===== config.mk =====
export PLATFORM = sky130hd
export DESIGN_NAME = control_param_latch
export DESIGN_NICKNAME = d
export VERILOG_FILES = /design/src/rtl/control_param_latch.sv
export SDC_FILE = /design/constraint.sdc
export NUM_CORES = 1
export LEC_CHECK = 0
export BUFFER_PORTS_ARGS = -buffer_cell sky130_fd_sc_hd__buf_4
export CAP_MARGIN = 5
export CORE_MARGIN = 10
export CORE_UTILIZATION = 50
export DETAILED_ROUTE_END_ITERATION = 10
export PLACE_DENSITY = 0.79
export SLEW_MARGIN = 40
export SYNTH_ARGS = -nofsm -noshare
export SYNTH_HDL_FRONTEND = slang
export SYNTH_SLANG_ARGS = --single-unit

===== constraint.sdc =====
create_clock -name i_Clock -period 3 [get_ports i_Clock]
set_input_delay 0.3 -clock i_Clock [delete_from_list [all_inputs] [get_ports i_Clock]]
set_output_delay 0.3 -clock i_Clock [all_outputs]
set_load 0.005 [all_outputs]

===== src/rtl/control_param_latch.sv =====
// control_param_latch: holds the seven ADC control words in shadow registers and publishes them at a frame boundary.
// Latency: rising i_Data_Received -> o_Pending next cycle; i_Frame_Boundary -> o_Update and new outputs two cycles later.
// Backpressure: none; a newer frame overwrites one that has not been applied. FREQ_SMOOTH_EN adds a frequency slew.
module control_param_latch #(
  parameter int          DIV_BIT         = 11,
  parameter logic [7:0]  NO_OF_HARMONICS = 8'd100,
  parameter logic [15:0] RESET_FREQUENCY = 16'd90,
  parameter int          SMOOTH_SHIFT    = 3
) (
  input  logic               i_Clock,
  input  logic               i_Reset,
  input  logic [15:0]        i_Data0,
  input  logic [15:0]        i_Data1,
  input  logic [15:0]        i_Data2,
  input  logic [15:0]        i_Data3,
  input  logic [15:0]        i_Data4,
  input  logic [15:0]        i_Data5,
  input  logic [15:0]        i_Data6,
  input  logic               i_Data_Received,
  input  logic               i_Frame_Boundary,
  output logic [15:0]        o_Frequency,
  output logic [DIV_BIT-1:0] o_Harmonic_Scale0,
  output logic [DIV_BIT-1:0] o_Harmonic_Scale1,
  output logic [DIV_BIT-1:0] o_Scale_Initial0,
  output logic [DIV_BIT-1:0] o_Scale_Initial1,
  output logic [15:0]        o_Freq_Scale,
  output logic [7:0]         o_Harmonic_Count,
  output logic               o_Update,
  output logic               o_Pending
);

  typedef enum logic [1:0] {
    IDLE    = 2'd0,
    PENDING = 2'd1,
    APPLY   = 2'd2
  } state_t;

  state_t             r_State;
  state_t             w_Next_State;
  logic               r_Prev_Received;
  logic               w_Capture;
  logic               w_Apply;
  logic [7:0]         w_Clamped_Count;

  logic [15:0]        r_Sh_Frequency;
  logic [DIV_BIT-1:0] r_Sh_Harmonic_Scale0;
  logic [DIV_BIT-1:0] r_Sh_Harmonic_Scale1;
  logic [DIV_BIT-1:0] r_Sh_Scale_Initial0;
  logic [DIV_BIT-1:0] r_Sh_Scale_Initial1;
  logic [15:0]        r_Sh_Freq_Scale;
  logic [7:0]         r_Sh_Harmonic_Count;

  assign w_Capture       = i_Data_Received & ~r_Prev_Received;
  assign w_Apply         = (r_State == APPLY);
  assign o_Pending       = (r_State == PENDING);
  assign w_Clamped_Count = (i_Data6 > {8'd0, NO_OF_HARMONICS}) ? NO_OF_HARMONICS : i_Data6[7:0];

  // Remember last level of the receiver flag; resets high so a level already up is not a new frame.
  always_ff @(posedge i_Clock) begin
    if (i_Reset) begin
      r_Prev_Received <= 1'b1;
    end else begin
      r_Prev_Received <= i_Data_Received;
    end
  end

  // State register.
  always_ff @(posedge i_Clock) begin
    if (i_Reset) begin
      r_State <= IDLE;
    end else begin
      r_State <= w_Next_State;
    end
  end

  // Next state: a boundary only matters once a frame is waiting; a capture during APPLY re-arms PENDING.
  always_comb begin
    w_Next_State = r_State;
    case (r_State)
      IDLE:    if (w_Capture) w_Next_State = PENDING;
      PENDING: if (i_Frame_Boundary) w_Next_State = APPLY;
      APPLY:   w_Next_State = w_Capture ? PENDING : IDLE;
      default: w_Next_State = IDLE;
    endcase
  end

  // Shadow copy of the newest frame; a later frame simply overwrites an unapplied one.
  always_ff @(posedge i_Clock) begin
    if (i_Reset) begin
      r_Sh_Frequency       <= RESET_FREQUENCY;
      r_Sh_Harmonic_Scale0 <= '0;
      r_Sh_Harmonic_Scale1 <= '0;
      r_Sh_Scale_Initial0  <= '0;
      r_Sh_Scale_Initial1  <= '0;
      r_Sh_Freq_Scale      <= '0;
      r_Sh_Harmonic_Count  <= NO_OF_HARMONICS;
    end else if (w_Capture) begin
      r_Sh_Frequency       <= i_Data0;
      r_Sh_Harmonic_Scale0 <= i_Data1[DIV_BIT-1:0];
      r_Sh_Scale_Initial0  <= i_Data2[DIV_BIT-1:0];
      r_Sh_Harmonic_Scale1 <= i_Data3[DIV_BIT-1:0];
      r_Sh_Scale_Initial1  <= i_Data4[DIV_BIT-1:0];
      r_Sh_Freq_Scale      <= i_Data5;
      r_Sh_Harmonic_Count  <= w_Clamped_Count;
    end
  end

  // Published registers change together in the APPLY cycle, flagged by a one-cycle o_Update.
  always_ff @(posedge i_Clock) begin
    if (i_Reset) begin
      o_Harmonic_Scale0 <= '0;
      o_Harmonic_Scale1 <= '0;
      o_Scale_Initial0  <= '0;
      o_Scale_Initial1  <= '0;
      o_Freq_Scale      <= '0;
      o_Harmonic_Count  <= NO_OF_HARMONICS;
      o_Update          <= 1'b0;
    end else begin
      o_Update <= w_Apply;
      if (w_Apply) begin
        o_Harmonic_Scale0 <= r_Sh_Harmonic_Scale0;
        o_Harmonic_Scale1 <= r_Sh_Harmonic_Scale1;
        o_Scale_Initial0  <= r_Sh_Scale_Initial0;
        o_Scale_Initial1  <= r_Sh_Scale_Initial1;
        o_Freq_Scale      <= r_Sh_Freq_Scale;
        o_Harmonic_Count  <= r_Sh_Harmonic_Count;
      end
    end
  end

`ifdef FREQ_SMOOTH_EN
  localparam int ACC_W = 16 + SMOOTH_SHIFT;

  logic [15:0]             r_Target;
  logic [ACC_W-1:0]        r_Acc;
  logic signed [ACC_W:0]   w_Delta;
  logic signed [ACC_W:0]   w_Step;
  logic                    unused_high_bits;

  // One extra bit keeps the difference signed across the full accumulator range.
  assign w_Delta     = $signed({1'b0, r_Target, {SMOOTH_SHIFT{1'b0}}}) - $signed({1'b0, r_Acc});
  assign w_Step      = w_Delta >>> SMOOTH_SHIFT;
  assign o_Frequency = r_Acc[ACC_W-1:SMOOTH_SHIFT];

  // Exponential slew toward the last applied frequency, one step per frame; snap once the step vanishes.
  always_ff @(posedge i_Clock) begin
    if (i_Reset) begin
      r_Target <= RESET_FREQUENCY;
      r_Acc    <= {RESET_FREQUENCY, {SMOOTH_SHIFT{1'b0}}};
    end else begin
      if (w_Apply) begin
        r_Target <= r_Sh_Frequency;
      end
      if (i_Frame_Boundary) begin
        if (w_Step == '0) begin
          r_Acc <= {r_Target, {SMOOTH_SHIFT{1'b0}}};
        end else begin
          r_Acc <= r_Acc + w_Step[ACC_W-1:0];
        end
      end
    end
  end

  assign unused_high_bits = ^{i_Data1 >> DIV_BIT, i_Data2 >> DIV_BIT, i_Data3 >> DIV_BIT,
                              i_Data4 >> DIV_BIT, w_Step[ACC_W]};
`else
  logic unused_high_bits;

  // Frequency is published with the rest of the frame.
  always_ff @(posedge i_Clock) begin
    if (i_Reset) begin
      o_Frequency <= RESET_FREQUENCY;
    end else if (w_Apply) begin
      o_Frequency <= r_Sh_Frequency;
    end
  end

  assign unused_high_bits = ^{i_Data1 >> DIV_BIT, i_Data2 >> DIV_BIT, i_Data3 >> DIV_BIT,
                              i_Data4 >> DIV_BIT, 32'(SMOOTH_SHIFT)};
`endif

endmodule


==> impl.org <==
** Global route
- Gr usage total :: 0.181
- The first global-routing pass estimated 24.4 mm of wire.
- Entering global routing, the biggest net connects 71 pins.
- Antenna violations before repair :: 0
- Via count of the first global-routing pass :: 5,100
- Total overflow reported by the global router :: 0

** Setup path
- The setup path with the least slack is of type reg -> reg.
- Critical Path Source :: r_Prev_Received$_SDFF_PP1_
- Launch instance of the worst register-to-register path :: r_Prev_Received$_SDFF_PP1_
- In this run the worst path has a maximum fanout of 44.
- Data on the critical path is required at its endpoint by 3.35 ns.
- Worst EP arrival :: 2.01 ns
- Startpoint type of the worst setup path :: flop
- The worst setup path is captured at a flop.

** Timing
- Total negative slack :: 0 ns
- Setup repair after global routing missed its margin :: no
- Final worst-path cycle share :: 0.554
- Min Clock Period, post-route :: 1.66 ns
- The number of max-slew violations in the final report was 0.
- Based on the critical path, the design can be clocked at up to 602 MHz.
- Across the routed clock network, the largest skew measured is 0.00704 ns.
- Tightest Pin Transition :: 0.771 ns
- The final count of hold timing violations was 0.
- Relative slew slack :: 0.486
- Setup violators final :: 0

** Placed design
- At the end of routability-driven placement, the weighted congestion stood at 0.773.
- Final HPWL from detailed placement :: 10.3 mm
- Port buffering added 181 buffers.

** Route
- Total Wirelength :: 15.6 mm
- For this run, the detailed router's first-pass iteration total came to 4.
- Drt via density :: 4.97
- Total number of vias :: 5,194
- Count of nets left with antenna violations after detail routing :: 0
- After detailed routing, the average wire length per cell comes to 14.9 um.
- In the routed design, unresolved DRC markers number 0.
- In this run, the number of DRC markers left after iteration 0 of detailed routing was 299.

** Floorplan
- Cell Rows :: 39
- Pin placement for this block handled 202 I/O pins.
- Die Y :: 129 um
- Initial Utilization :: 0.518
- The die is 129 um wide.
- The die covers 0.0168 mm2.
- Total core area :: 0.0116 mm2

** Logic synthesis
- For this run, the leading register cell type out of synthesis is dfxtp_1.
- By area, the combinational part of the netlist is dominated by simple AND/OR/NAND/NOR gates.
- The compound-gate portion of the synthesized area came to 0.140.
- Ranked by total cell area, the synthesized netlist is headed by dfxtp_1 57%, nand2_1 20%, a21oi_1 12%.
- Synthesized-area fraction occupied by and/or/nand/nor cells :: 0.232
- Dominant cell by count in the synthesized netlist :: nand2_1
- The synthesized netlist occupies a cell area of 0.00599 mm2.
- Of the total synthesized cell area, the portion taken by full adders, half adders and majority gates is 0.
- Yosys mapped a number of flops with a built-in enable equal to 0.
- Nets in the synthesized netlist :: 852
- The portion of synthesized area spent on multiplexers is 0.
- The share of synthesized area in the top cell type comes to 0.575.
- Leading area contributor after synthesis :: dfxtp_1
- After technology mapping, the gate count stands at 736.
- For this run, asynchronously set or reset flops after synthesis account for 0.
- Of the total synthesized cell area, the portion taken by XOR and XNOR cells is 0.
- Proportion of synthesized chip area in sequential cells :: 0.575
- In this run, synthesis produced a sequential element count of 172.
- Number of distinct library cells after synthesis :: 25
- Top cells by instance count after synthesis :: 321 x nand2_1, 172 x dfxtp_1, 149 x a21oi_1, 26 x buf_2, 18 x buf_4
- The average instance in the mapped netlist occupies 8.14 um2.
- Synth warnings :: 0

** Layout
- The net count of the finished layout is 1,005.
- 0 antenna diodes ended up in the layout.
- Compared with the post-synthesis result, the final layout area differs by 32.8%.
- Share of final-layout standard cells stronger than drive strength 1 :: 0.248
- Count of fill cells added during filler insertion :: 984
- Share of the core filled with cells :: 0.688

** Clock tree
- Cts bufs inserted :: 17
- CTS resizes :: 0
- CTS H-tree lvls :: 4
- Maximum count of clock buffers along a single path :: 2
- In this run, post-CTS hold repair placed 0 buffers.
- The number of setup buffers added after CTS is 0.
- For this design, the sink count on the clock tree is 172.
- TritonCTS built the clock tree.
- Clock tree synthesis selected as its root buffer the cell clkbuf_16.
- Clock slew seen by the registers of the worst setup and hold paths :: 0.06 ns
- For the worst-skew pair, the clock arrives at the later sink with an insertion delay of 0.42 ns.

** Pwr
- Peak supply drop :: 380 uV
- Leakage :: 3.17 nW
- In this run the power density over the cells is 603 mW/mm2.

** Outcome
- Result of the run :: finished clean

** Min path
- Launch point of the worst hold path :: i_Data0[4]
- Kind of path behind the tightest hold check :: in -> reg

** Run
- The tool flagged a number of max-cap violations equal to 0.
-- layer usage --
metal,up-vias,part of all wire,track usage
li1,2679,-,-
met1,2345,0.42,0.204
met2,150,0.47,0.298
met3,20,0.095,0.0836
met4,0,0.015,0.0635
met5,-,0,0
-- kinds of logic after synthesis --
logic type	Yosys count
and+or+nand+nor	349
DFF	172
AOI/OAI and AO/OA	159
buffers and inverters	56
-- placed cells by master (no fill, tap or decap) --
master,count
nand4_1,1
buf_4,185
o311ai_0,1
buf_12,4
bufinv_16,2
o32a_1,3
nor2_1,5
dfxtp_1,172
and2_1,1
a32o_1,4
nor4_1,2
clkbuf_16,17
and4_1,1
nor2b_4,2
clkbuf_1,2
nand2b_1,1
or2_2,1
inv_1,1
a21oi_1,149
clkinv_2,4
nand2_1,321
clkbuf_8,7
nand3b_1,11
o21bai_1,1
o22a_1,1
nand2b_4,1
nor3b_1,1
nand2b_2,1
-- power by group --
part / switching (mW) / internal (mW) / leakage (nW)
clock: 0.831 / 1.38 / 0.306
combinational: 0.121 / 0.124 / 1.48
sequential: 0.0193 / 2.32 / 1.39
total: 0.972 / 3.83 / 3.17
-- state kept, by name, indices dropped and copies added (netlist names), 16 cells and up --
signal           flops
o_Freq_Scale        16
o_Frequency         16
r_Sh_Freq_Scale     16
r_Sh_Frequency      16
-- final timing paths --
kind	endpoint	slack, ns	cells after the start
max	r_Sh_Scale_Initial1[10]$_SDFFE_PP0N_	1.34	4
min reg2reg	o_Harmonic_Scale1[10]$_SDFFE_PP0P_	0.45	2
min	r_Sh_Frequency[4]$_SDFFE_PP1N_	0.09	3
max reg2reg	r_Sh_Scale_Initial1[10]$_SDFFE_PP0N_	1.34	4
-- worst max-delay path, cell delays in order (launching register included) --
cell      delay, ns
dfxtp_1        0.36
nand2b_2       0.64
buf_12         0.32
nand2_1        0.09
a21oi_1        0.17
-- stage by stage --
step | area, um2 | worst slack [ns] | instances | hold WS, ns | power (mW)
2_1_floorplan | 5990 | 1.91 | 736 | 0.407 | 2.51
6_report | 7960 | 1.34 | 1045 | 0.0896 | 4.80
4_1_cts | 7960 | 1.32 | 1045 | 0.0790 | 4.83
5_1_grt | 7960 | 1.18 | 1045 | 0.0979 | 4.95
3_5_place_dp | 7350 | 1.29 | 1013 | 0.442 | 2.64
3_3_place_gp | 7330 | 1.27 | 1012 | 0.436 | 2.63
-- layout make-up --
class,instances,area (um2),area share
Sequential cell,172,3440,0.433
Multi-Input combinational cell,508,2250,0.283
Timing Repair Buffer,189,1470,0.185
Clock buffer,26,529,0.0665
Tap cell,143,179,0.0225
Clock inverter,6,80.1,0.0101
Inverter,1,3.75,0.000472
Power figures use the tool's default switching activity.
